## src/rtl/lanectrl_pause_pkg.sv

```systemverilog
// Shared types and default timing constants for the lane-control pause request generator.
package lanectrl_pause_pkg;

    typedef enum logic [2:0] {
        IDLE,
        PRE,
        UPD,
        POST,
        HOLD
    } state_t;

    localparam int DEF_PRE_CYCLES     = 4;
    localparam int DEF_POST_CYCLES    = 4;
    localparam int DEF_HOLDOFF_CYCLES = 8;
    localparam int DEF_CODE_W         = 8;
    localparam int DEF_CNT_W          = 8;

endpackage

```

## src/rtl/lanectrl_pause_cnt.sv

```systemverilog
// Loadable down-counter that saturates at zero; load wins over decrement.
module lanectrl_pause_cnt #(
    parameter int CNT_W = 8
) (
    input  logic             CLK,
    input  logic             RESET,
    input  logic             load,
    input  logic [CNT_W-1:0] load_val,
    input  logic             dec,
    output logic [CNT_W-1:0] count,
    output logic             zero
);

    // NOTE: sequential state uses non-blocking assignments so every register samples pre-edge values.
    always_ff @(posedge CLK or posedge RESET) begin
        if (RESET) begin
            count <= '0;
        end else if (load) begin
            count <= load_val;
        end else if (dec && (count != '0)) begin
            count <= count - CNT_W'(1);
        end
    end

    assign zero = (count == '0);

endmodule

```

## src/rtl/lanectrl_pause_req_gen.sv

```systemverilog
// Accepts one delay-code update at a time and wraps it in a fixed-width clock pause
// followed by a holdoff gap; all outputs are registered.
module lanectrl_pause_req_gen
    import lanectrl_pause_pkg::*;
#(
    parameter int PRE_CYCLES     = DEF_PRE_CYCLES,
    parameter int POST_CYCLES    = DEF_POST_CYCLES,
    parameter int HOLDOFF_CYCLES = DEF_HOLDOFF_CYCLES,
    parameter int CODE_W         = DEF_CODE_W,
    parameter int CNT_W          = DEF_CNT_W
) (
    input  logic              CLK,
    input  logic              RESET,
    input  logic              UPDATE_REQ,
    input  logic [CODE_W-1:0] CODE_IN,
    output logic              UPDATE_ACK,
    output logic              HS_IO_CLK_PAUSE,
    output logic              DELAY_UPDATE,
    output logic [CODE_W-1:0] CODE_OUT,
    output logic              DONE,
    output logic              BUSY
);

    localparam logic [CNT_W-1:0] PRE_LD  = CNT_W'(PRE_CYCLES);
    localparam logic [CNT_W-1:0] POST_LD = CNT_W'(POST_CYCLES);
    localparam logic [CNT_W-1:0] HOLD_LD = CNT_W'(HOLDOFF_CYCLES);
    localparam logic [CNT_W-1:0] CNT_ONE = CNT_W'(1);

    state_t           state;
    state_t           state_next;
    logic             accept;
    logic             leave_pause;
    logic             cnt_load;
    logic [CNT_W-1:0] cnt_load_val;
    logic             cnt_dec;
    logic [CNT_W-1:0] cnt;
    logic             cnt_zero;

    lanectrl_pause_cnt #(
        .CNT_W (CNT_W)
    ) u_cnt (
        .CLK      (CLK),
        .RESET    (RESET),
        .load     (cnt_load),
        .load_val (cnt_load_val),
        .dec      (cnt_dec),
        .count    (cnt),
        .zero     (cnt_zero)
    );

    always_comb begin
        // NOTE: every combinational output gets a default first so no path can infer a latch.
        state_next   = state;
        cnt_load     = 1'b0;
        cnt_load_val = '0;
        cnt_dec      = 1'b0;
        leave_pause  = 1'b0;
        // HOLD with an empty counter only occurs when the holdoff is zero: DONE cycle may accept.
        accept       = UPDATE_REQ && cnt_zero && ((state == IDLE) || (state == HOLD));

        case (state)
            IDLE: ;
            PRE: begin
                cnt_dec = 1'b1;
                if (cnt == CNT_ONE) state_next = UPD;
            end
            UPD: begin
                if (POST_CYCLES == 0) begin
                    leave_pause = 1'b1;
                end else begin
                    state_next   = POST;
                    cnt_load     = 1'b1;
                    cnt_load_val = POST_LD;
                end
            end
            POST: begin
                cnt_dec = 1'b1;
                if (cnt == CNT_ONE) leave_pause = 1'b1;
            end
            HOLD: begin
                cnt_dec = 1'b1;
                if (cnt_zero || (cnt == CNT_ONE)) state_next = IDLE;
            end
            default: state_next = IDLE;
        endcase

        if (leave_pause) begin
            state_next   = HOLD;
            cnt_load     = 1'b1;
            cnt_load_val = HOLD_LD;
        end

        if (accept) begin
            if (PRE_CYCLES == 0) begin
                state_next = UPD;
            end else begin
                state_next   = PRE;
                cnt_load     = 1'b1;
                cnt_load_val = PRE_LD;
            end
        end
    end

    // Outputs are decoded from the next state so they line up with the state they describe.
    always_ff @(posedge CLK or posedge RESET) begin
        if (RESET) begin
            state           <= IDLE;
            UPDATE_ACK      <= 1'b0;
            HS_IO_CLK_PAUSE <= 1'b0;
            DELAY_UPDATE    <= 1'b0;
            DONE            <= 1'b0;
            BUSY            <= 1'b0;
            // NOTE: the code register is reset too so the delay line never sees an undefined code.
            CODE_OUT        <= '0;
        end else begin
            state           <= state_next;
            UPDATE_ACK      <= accept;
            HS_IO_CLK_PAUSE <= (state_next == PRE) || (state_next == UPD) || (state_next == POST);
            DELAY_UPDATE    <= (state_next == UPD);
            DONE            <= leave_pause;
            BUSY            <= (state_next != IDLE);
            if (accept) CODE_OUT <= CODE_IN;
        end
    end

endmodule

```

## config.mk

```make
export PLATFORM = sky130hd
export DESIGN_NAME = lanectrl_pause_req_gen
export DESIGN_NICKNAME = d
export VERILOG_FILES = /design/src/rtl/lanectrl_pause_pkg.sv /design/src/rtl/lanectrl_pause_cnt.sv /design/src/rtl/lanectrl_pause_req_gen.sv
export SDC_FILE = /design/constraint.sdc
export NUM_CORES = 1
export LEC_CHECK = 0
export ABC_AREA = 1
export BUFFER_PORTS_ARGS = -buffer_cell sky130_fd_sc_hd__buf_4
export CORE_ASPECT_RATIO = 1.1
export CORE_MARGIN = 4
export CORE_UTILIZATION = 58
export DETAILED_ROUTE_END_ITERATION = 8
export HOLD_SLACK_MARGIN = 0.12
export PLACE_DENSITY = 0.83
export SLEW_MARGIN = 10
export SYNTH_ARGS = -nofsm -noshare
export SYNTH_HDL_FRONTEND = slang
export SYNTH_SLANG_ARGS = --single-unit
```

## constraint.sdc

```tcl
create_clock -name CLK -period 3.11 [get_ports CLK]
set_input_delay 0.622 -clock CLK [delete_from_list [all_inputs] [get_ports CLK]]
set_output_delay 0.622 -clock CLK [all_outputs]
set_load 0.02 [all_outputs]
```

==> metrics.txt, run 1 <==
Layout Skew=0.00387 ns; Slew Limit Headroom=41.9%; average wire per standard cell=12.8 µm; WP data arrival=1.87 ns; CTS Buf Count=3; row cnt=17; post-synthesis sequential area ratio=between 40 and 50%; post_cts resized=0; placed cell count=between 200 and 250; hold buffers post-CTS=0; final worst slack=1.47 ns; Syn Area/Cell=8.04 µm²; share of layout cells above drive strength 1=28.1%; CTS Sinks=24; H-tree levels=1; Hold Path Class=in2async; ANT cells=0; Worst Reg-to-Reg Cells=8; crit-path max cell delay=0.44 ns; final net count=200; final weighted congestion in routability-driven placement=0.821; total global routing track utilization=between 20 and 25%; Static Leakage=0.000888 µW; first-pass GRT wire length=4680 µm; Synthesized Nets=173; # fillers=153; Final min period=1.64 ns; setup tns final=0 ns; period utilization=52.7%; Worst R2R Setup Slack=1.47 ns; Area Overhead vs Synth=19.5%; Slew Limit Fails=0; CTS tree=built; Root Buffer=clkbuf_4; CP Class=reg2reg; vias per cell=5.12; via count=1090; WL final=roughly 2700 µm; die height=about 57 µm; ordered cell list for the critical path=inv_1 -> ha_1 -> nand2_2 -> nor2_4 -> nand2_4 -> clkinv_1 -> nand2_1 -> nand2_1; Highest Clock Rate=610 MHz; EDFF count, synth=0; post-CTS setup buffer count=0; Post-route DRC=0; I/O Pins=24; peak supply drop=between 0.0006 and 0.0007 V; port bufs=23; DRT Pass-1 Iters=4; Worst R2R End=CODE_OUT[7]; PD cells=968 nW/µm²; largest net degree at the start of global routing=25; Post-DP HPWL=2040 µm; setup violators final=0; clk buf depth=2; WP data required=3.34 ns; CP endpoint kind=flop; DRT antenna net count=0; CP Launch Type=flop; Post-synth ARST share=100%; final hold violations=0; cells after synthesis=approximately 160; starting DRC count in detailed routing=29; clock-pin slew on the worst setup and hold paths=0.14 ns; commonest non-fill, non-tap cells in the layout=nand2_1 (52), dfrtp_1 (24), buf_4 (23); Synth Cell Area=1280 µm²; worst-skew pair later-pin latency=approximately 0.32 ns; Place WS=around 1.5 ns; Layout Cells excl Fill=213; vias in the first global route=1126; global route overflow=0; area of the core=2060 µm²; setup repair after global routing missed its margin=false; R2R Path Start=u_cnt.count[0]; Tightest Pin Transition=a little under 0.9 ns; Crit-path slowest cell=dfrtp_1; initial antenna violation count=0; Die Width=about 53 µm; Syn. warnings=0; full die area=3020 µm²; MaxCap Viol Count=0; synth unique cells=24; #FFs+latches synth=24; Initial Utilization=62.0%; outcome=completed; maximum fanout along the worst path=14; crit-path most repeated cell=nand2_1; commonest non-fill, non-tap cell in the layout=nand2_1; Post-synth top flop=dfrtp_1
-- synth_stat cells, types with 2 or more instances --
cell	n	area, µm²
inv_1	18	67.6
dfrtp_1	24	601
nand3_2	2	20.0
nand4_1	4	25.0
nor2_2	6	37.5
nand2_1	52	195
nand2_4	4	45.0
nor2_4	2	22.5
nand3_1	9	45.0
inv_2	5	18.8
a21oi_1	2	10.0
nand2_2	3	18.8
nor2_1	15	56.3
ha_1	3	37.5
-- stage by stage --
stage / hold WS [ns] / area, µm² / util (%) / power [µW]
2_1_floorplan: 0.528 / 1280 / - / 1040
6_report: 0.465 / 1530 / 74.0 / 1480
5_1_grt: 0.475 / 1530 / 74.0 / 1600
3_5_place_dp: 0.467 / 1480 / 71.5 / 1250
4_1_cts: 0.482 / 1530 / 74.0 / 1480
3_3_place_gp: 0.468 / 1480 / 71.5 / 1200
-- registers in the layout (all words and copies together) (netlist names) --
signal,count
u_cnt.count,8
state,3
HS_IO_CLK_PAUSE,1
CODE_OUT,8
DELAY_UPDATE,1
UPDATE_ACK,1
DONE,1
BUSY,1
-- how the worst max path moves through the flow --
stage                        start          end  slack, ns  cells after the start
floorplan           u_cnt.count[0]         BUSY       1.78                      8
global placement        UPDATE_REQ  CODE_OUT[4]       1.56                      6
detailed placement  u_cnt.count[0]  CODE_OUT[7]       1.49                      8
CTS                 u_cnt.count[0]  CODE_OUT[7]       1.47                      8
global route        u_cnt.count[0]  CODE_OUT[5]       1.35                      8
finish              u_cnt.count[0]  CODE_OUT[7]       1.47                      8
-- worst max-delay path: cells and delay by family (launching register included) --
kind	cells	cell delay (ns)
buffers and inverters	2	0.37
adders and majority gates	1	0.24
DFF	1	0.44
and+or+nand+nor	5	0.48
-- cell families (layout without fill, tap and decap cells) --
group | Yosys count | after routing | share of synthesized area, %
XOR/XNOR | 1 | 1 | 0.685
AO/OA/AOI/OAI | 6 | 6 | 2.84
adder cells (fa/ha/maj) | 3 | 3 | 2.94
buffers and inverters | 25 | 51 | 7.93
AND/OR/NAND/NOR | 100 | 100 | 38.6
flip-flops | 24 | 24 | 47.0
-- where the power goes --
part	switching (µW)	internal, µW
clock	99.2	130
combinational	447	272
sequential	101	429
total	647	832
-- cell type report --
cell class                 instances  area, µm²  area share [%]
multi-input combinational        110        577            37.8
clock inverter                     1       30.0            1.97
tap                               28       35.0            2.29
sequential                        24        601            39.3
inverter                          24       90.1            5.90
timing repair buffer              23        173            11.3
clock buffer                       3       22.5            1.47
-- metal layers --
layer | track usage, % | up-vias | wire length (µm)
met5 | 0 | - | 0
met4 | 10.2 | 0 | 85
met3 | 2.87 | 13 | 171
met2 | 34.8 | 45 | 1380
met1 | 24.5 | 495 | 1090
li1 | - | 537 | -
Power figures use the tool's default switching activity.
==> run 2: changes to the inputs <==
--- a/config.mk
+++ b/config.mk
@@ -9,10 +9,10 @@
 export BUFFER_PORTS_ARGS = -buffer_cell sky130_fd_sc_hd__buf_4
 export CORE_ASPECT_RATIO = 1.1
 export CORE_MARGIN = 4
-export CORE_UTILIZATION = 58
+export CORE_UTILIZATION = 54
 export DETAILED_ROUTE_END_ITERATION = 8
 export HOLD_SLACK_MARGIN = 0.12
-export PLACE_DENSITY = 0.83
+export PLACE_DENSITY = 0.78
 export SLEW_MARGIN = 10
 export SYNTH_ARGS = -nofsm -noshare
 export SYNTH_HDL_FRONTEND = slang
==> constraint.sdc (replaced) <==
create_clock -name CLK -period 1.7 [get_ports CLK]
set_input_delay 0.34 -clock CLK [delete_from_list [all_inputs] [get_ports CLK]]
set_output_delay 0.34 -clock CLK [all_outputs]
set_load 0.02 [all_outputs]
==> run 2 against run 1 <==
Effect of this change: via count shrank 2.3%; setup slack lost 1.3 ns; cell area grew 1.3%; hold slack lost 0.26 ns; sequential power grew 82%; non-clock buffer count grew 2; wire length shrank 6.5%.
==> metrics.txt, run 2 (synthesized netlist as in run 1, its figures left out) <==
CTS tree=built; worst setup path endpoint=CODE_OUT[2]; WP data required=1.92 ns; global route overflow=0; period utilization=90.8%; Worst R2R End=CODE_OUT[2]; Highest Clock Rate=648 MHz; DRT antenna net count=0; die height=59.0 µm; Worst R2R Setup Slack=0.16 ns; clock-pin slew on the worst setup and hold paths=between 0.1 and 0.15 ns; final weighted congestion in routability-driven placement=slightly below 0.9; Static Leakage=0.000897 µW; clk buf depth=2; maximum fanout along the worst path=14; port bufs=23; fraction of met2 tracks used by global routing=32.8%; worst-skew pair later-pin latency=0.32 ns; Final min period=between 1.5 and 2 ns; placed cell count=~210; ANT cells=0; Layout Skew=0.00734 ns; setup violators final=0; Slew Limit Fails=0; first-pass GRT wire length=4500 µm; CP Buf/Inv Count=2; CP endpoint kind=flop; CP Class=reg2reg; CP delay by family, top=simple AND/OR/NAND/NOR gates; MaxCap Viol Count=0; busiest grt layer=met2; commonest non-fill, non-tap cells in the layout=nand2_1 (52), dfrtp_1 (24), buf_4 (24); post_cts resized=0; Post-route DRC=0; Root Buffer=clkbuf_4; Post-DP HPWL=between 1500 and 2000 µm; Top Registers=CODE_OUT x8, u_cnt.count x8, state x3; setup repair after global routing missed its margin=false; met3 Track Usage GR=around 3.5%; vias per cell=4.91; GR Layer Usage met1=22.7%; H-tree levels=1; # fillers=194; Worst Reg-to-Reg Cells=8; average wire per standard cell=roughly 12 µm; Die Width=around 54 µm; share of layout cells above drive strength 1=28.3%; PD cells=1720 nW/µm²; Initial Utilization=56.8%; CP Depth=8; final net count=approximately 200; vias in the first global route=~1100; outcome=completed; Tightest Pin Transition=0.295 ns; Layout Cells excl Fill=roughly 220; Area Overhead vs Synth=21.0%; post-CTS setup buffer count=0; starting DRC count in detailed routing=23; crit-path most repeated cell=nand2_1; CTS Sinks=24; final hold violations=0; Hold Path Class=in2reg; largest net degree at the start of global routing=25; crit-path max cell delay=0.40 ns; initial antenna violation count=0; peak supply drop=around 0.0012 V; setup tns final=0 ns; total power=2670 µW; DRT Pass-1 Iters=4; total global routing track utilization=roughly 19%; commonest non-fill, non-tap cell in the layout=nand2_1; row cnt=18; ordered cell list for the critical path=inv_1 -> ha_1 -> nand2_2 -> nor2_4 -> nand2_4 -> clkinv_1 -> nand2_1 -> nand2_1; area of the core=around 2300 µm²; hold buffers post-CTS=1; I/O Pins=24; WL final=2540 µm; full die area=3210 µm²; Crit-path slowest cell=dfrtp_1; CTS Buf Count=3; Setup crit start=u_cnt.count[0]; Slew Limit Headroom=80.3%; via count=1065; CP Launch Type=flop; WP data arrival=1.76 ns; R2R Path Start=u_cnt.count[0]
[run 2: cell types whose count changed in the layout (fill, tap and decap cells not counted)]
cell,previous run,this run
buf_4,23,24
dlygate4sd3_1,0,1
[run 2: power breakdown]
group / total (µW) / switching (µW) / internal (µW) / leakage [µW]
clock network: 408 / 169 / 239 / 0.0000279
registers: 963 / 177 / 785 / 0.000295
logic: 1300 / 799 / 497 / 0.000574
total: 2670 / 1150 / 1520 / 0.000897
[run 2: worst min-delay path, cell delays in order]
cell	delay, ns
buf_4	0.08
nand2_1	0.04
nand2_1	0.04
[run 2: layout make-up]
cell class | instances | area, µm² | area share (%)
clock buffer | 3 | 22.5 | 1.46
clock inverter | 1 | 30.0 | 1.94
inverter | 24 | 90.1 | 5.82
multi-input combinational | 110 | 577 | 37.3
sequential | 24 | 601 | 38.8
tap | 30 | 37.5 | 2.43
timing repair buffer | 25 | 190 | 12.3
[run 2: how the worst min path moves through the flow]
stage / start / endpoint / slack (ns) / cells past startpoint
after floorplan: RESET / BUSY / 0.35 / 1
after global placement: RESET / DONE / 0.40 / 3
after detailed placement: RESET / DONE / 0.41 / 3
after CTS: CODE_IN[7] / CODE_OUT[7] / 0.20 / 3
after global routing: CODE_IN[7] / CODE_OUT[7] / 0.18 / 3
final: CODE_IN[7] / CODE_OUT[7] / 0.20 / 3
[run 2: metal layers]
layer,wire (µm),vias to the layer above
li1,-,538
met5,0,-
met4,59,0
met2,1350,24
met1,992,497
met3,138,6
[run 2: through the flow]
| step | util (%) | hold slack (ns) | worst slack, ns | instance area (µm²) |
|---|---|---|---|---|
| 2_1_floorplan | - | 0.355 | 0.367 | 1280 |
| 3_3_place_gp | 65.9 | 0.402 | 0.216 | 1490 |
| 3_5_place_dp | 65.9 | 0.410 | 0.160 | 1490 |
| 4_1_cts | 68.7 | 0.197 | 0.139 | 1550 |
| 5_1_grt | 68.7 | 0.180 | 0.00572 | 1550 |
| 6_report | 68.7 | 0.203 | 0.157 | 1550 |
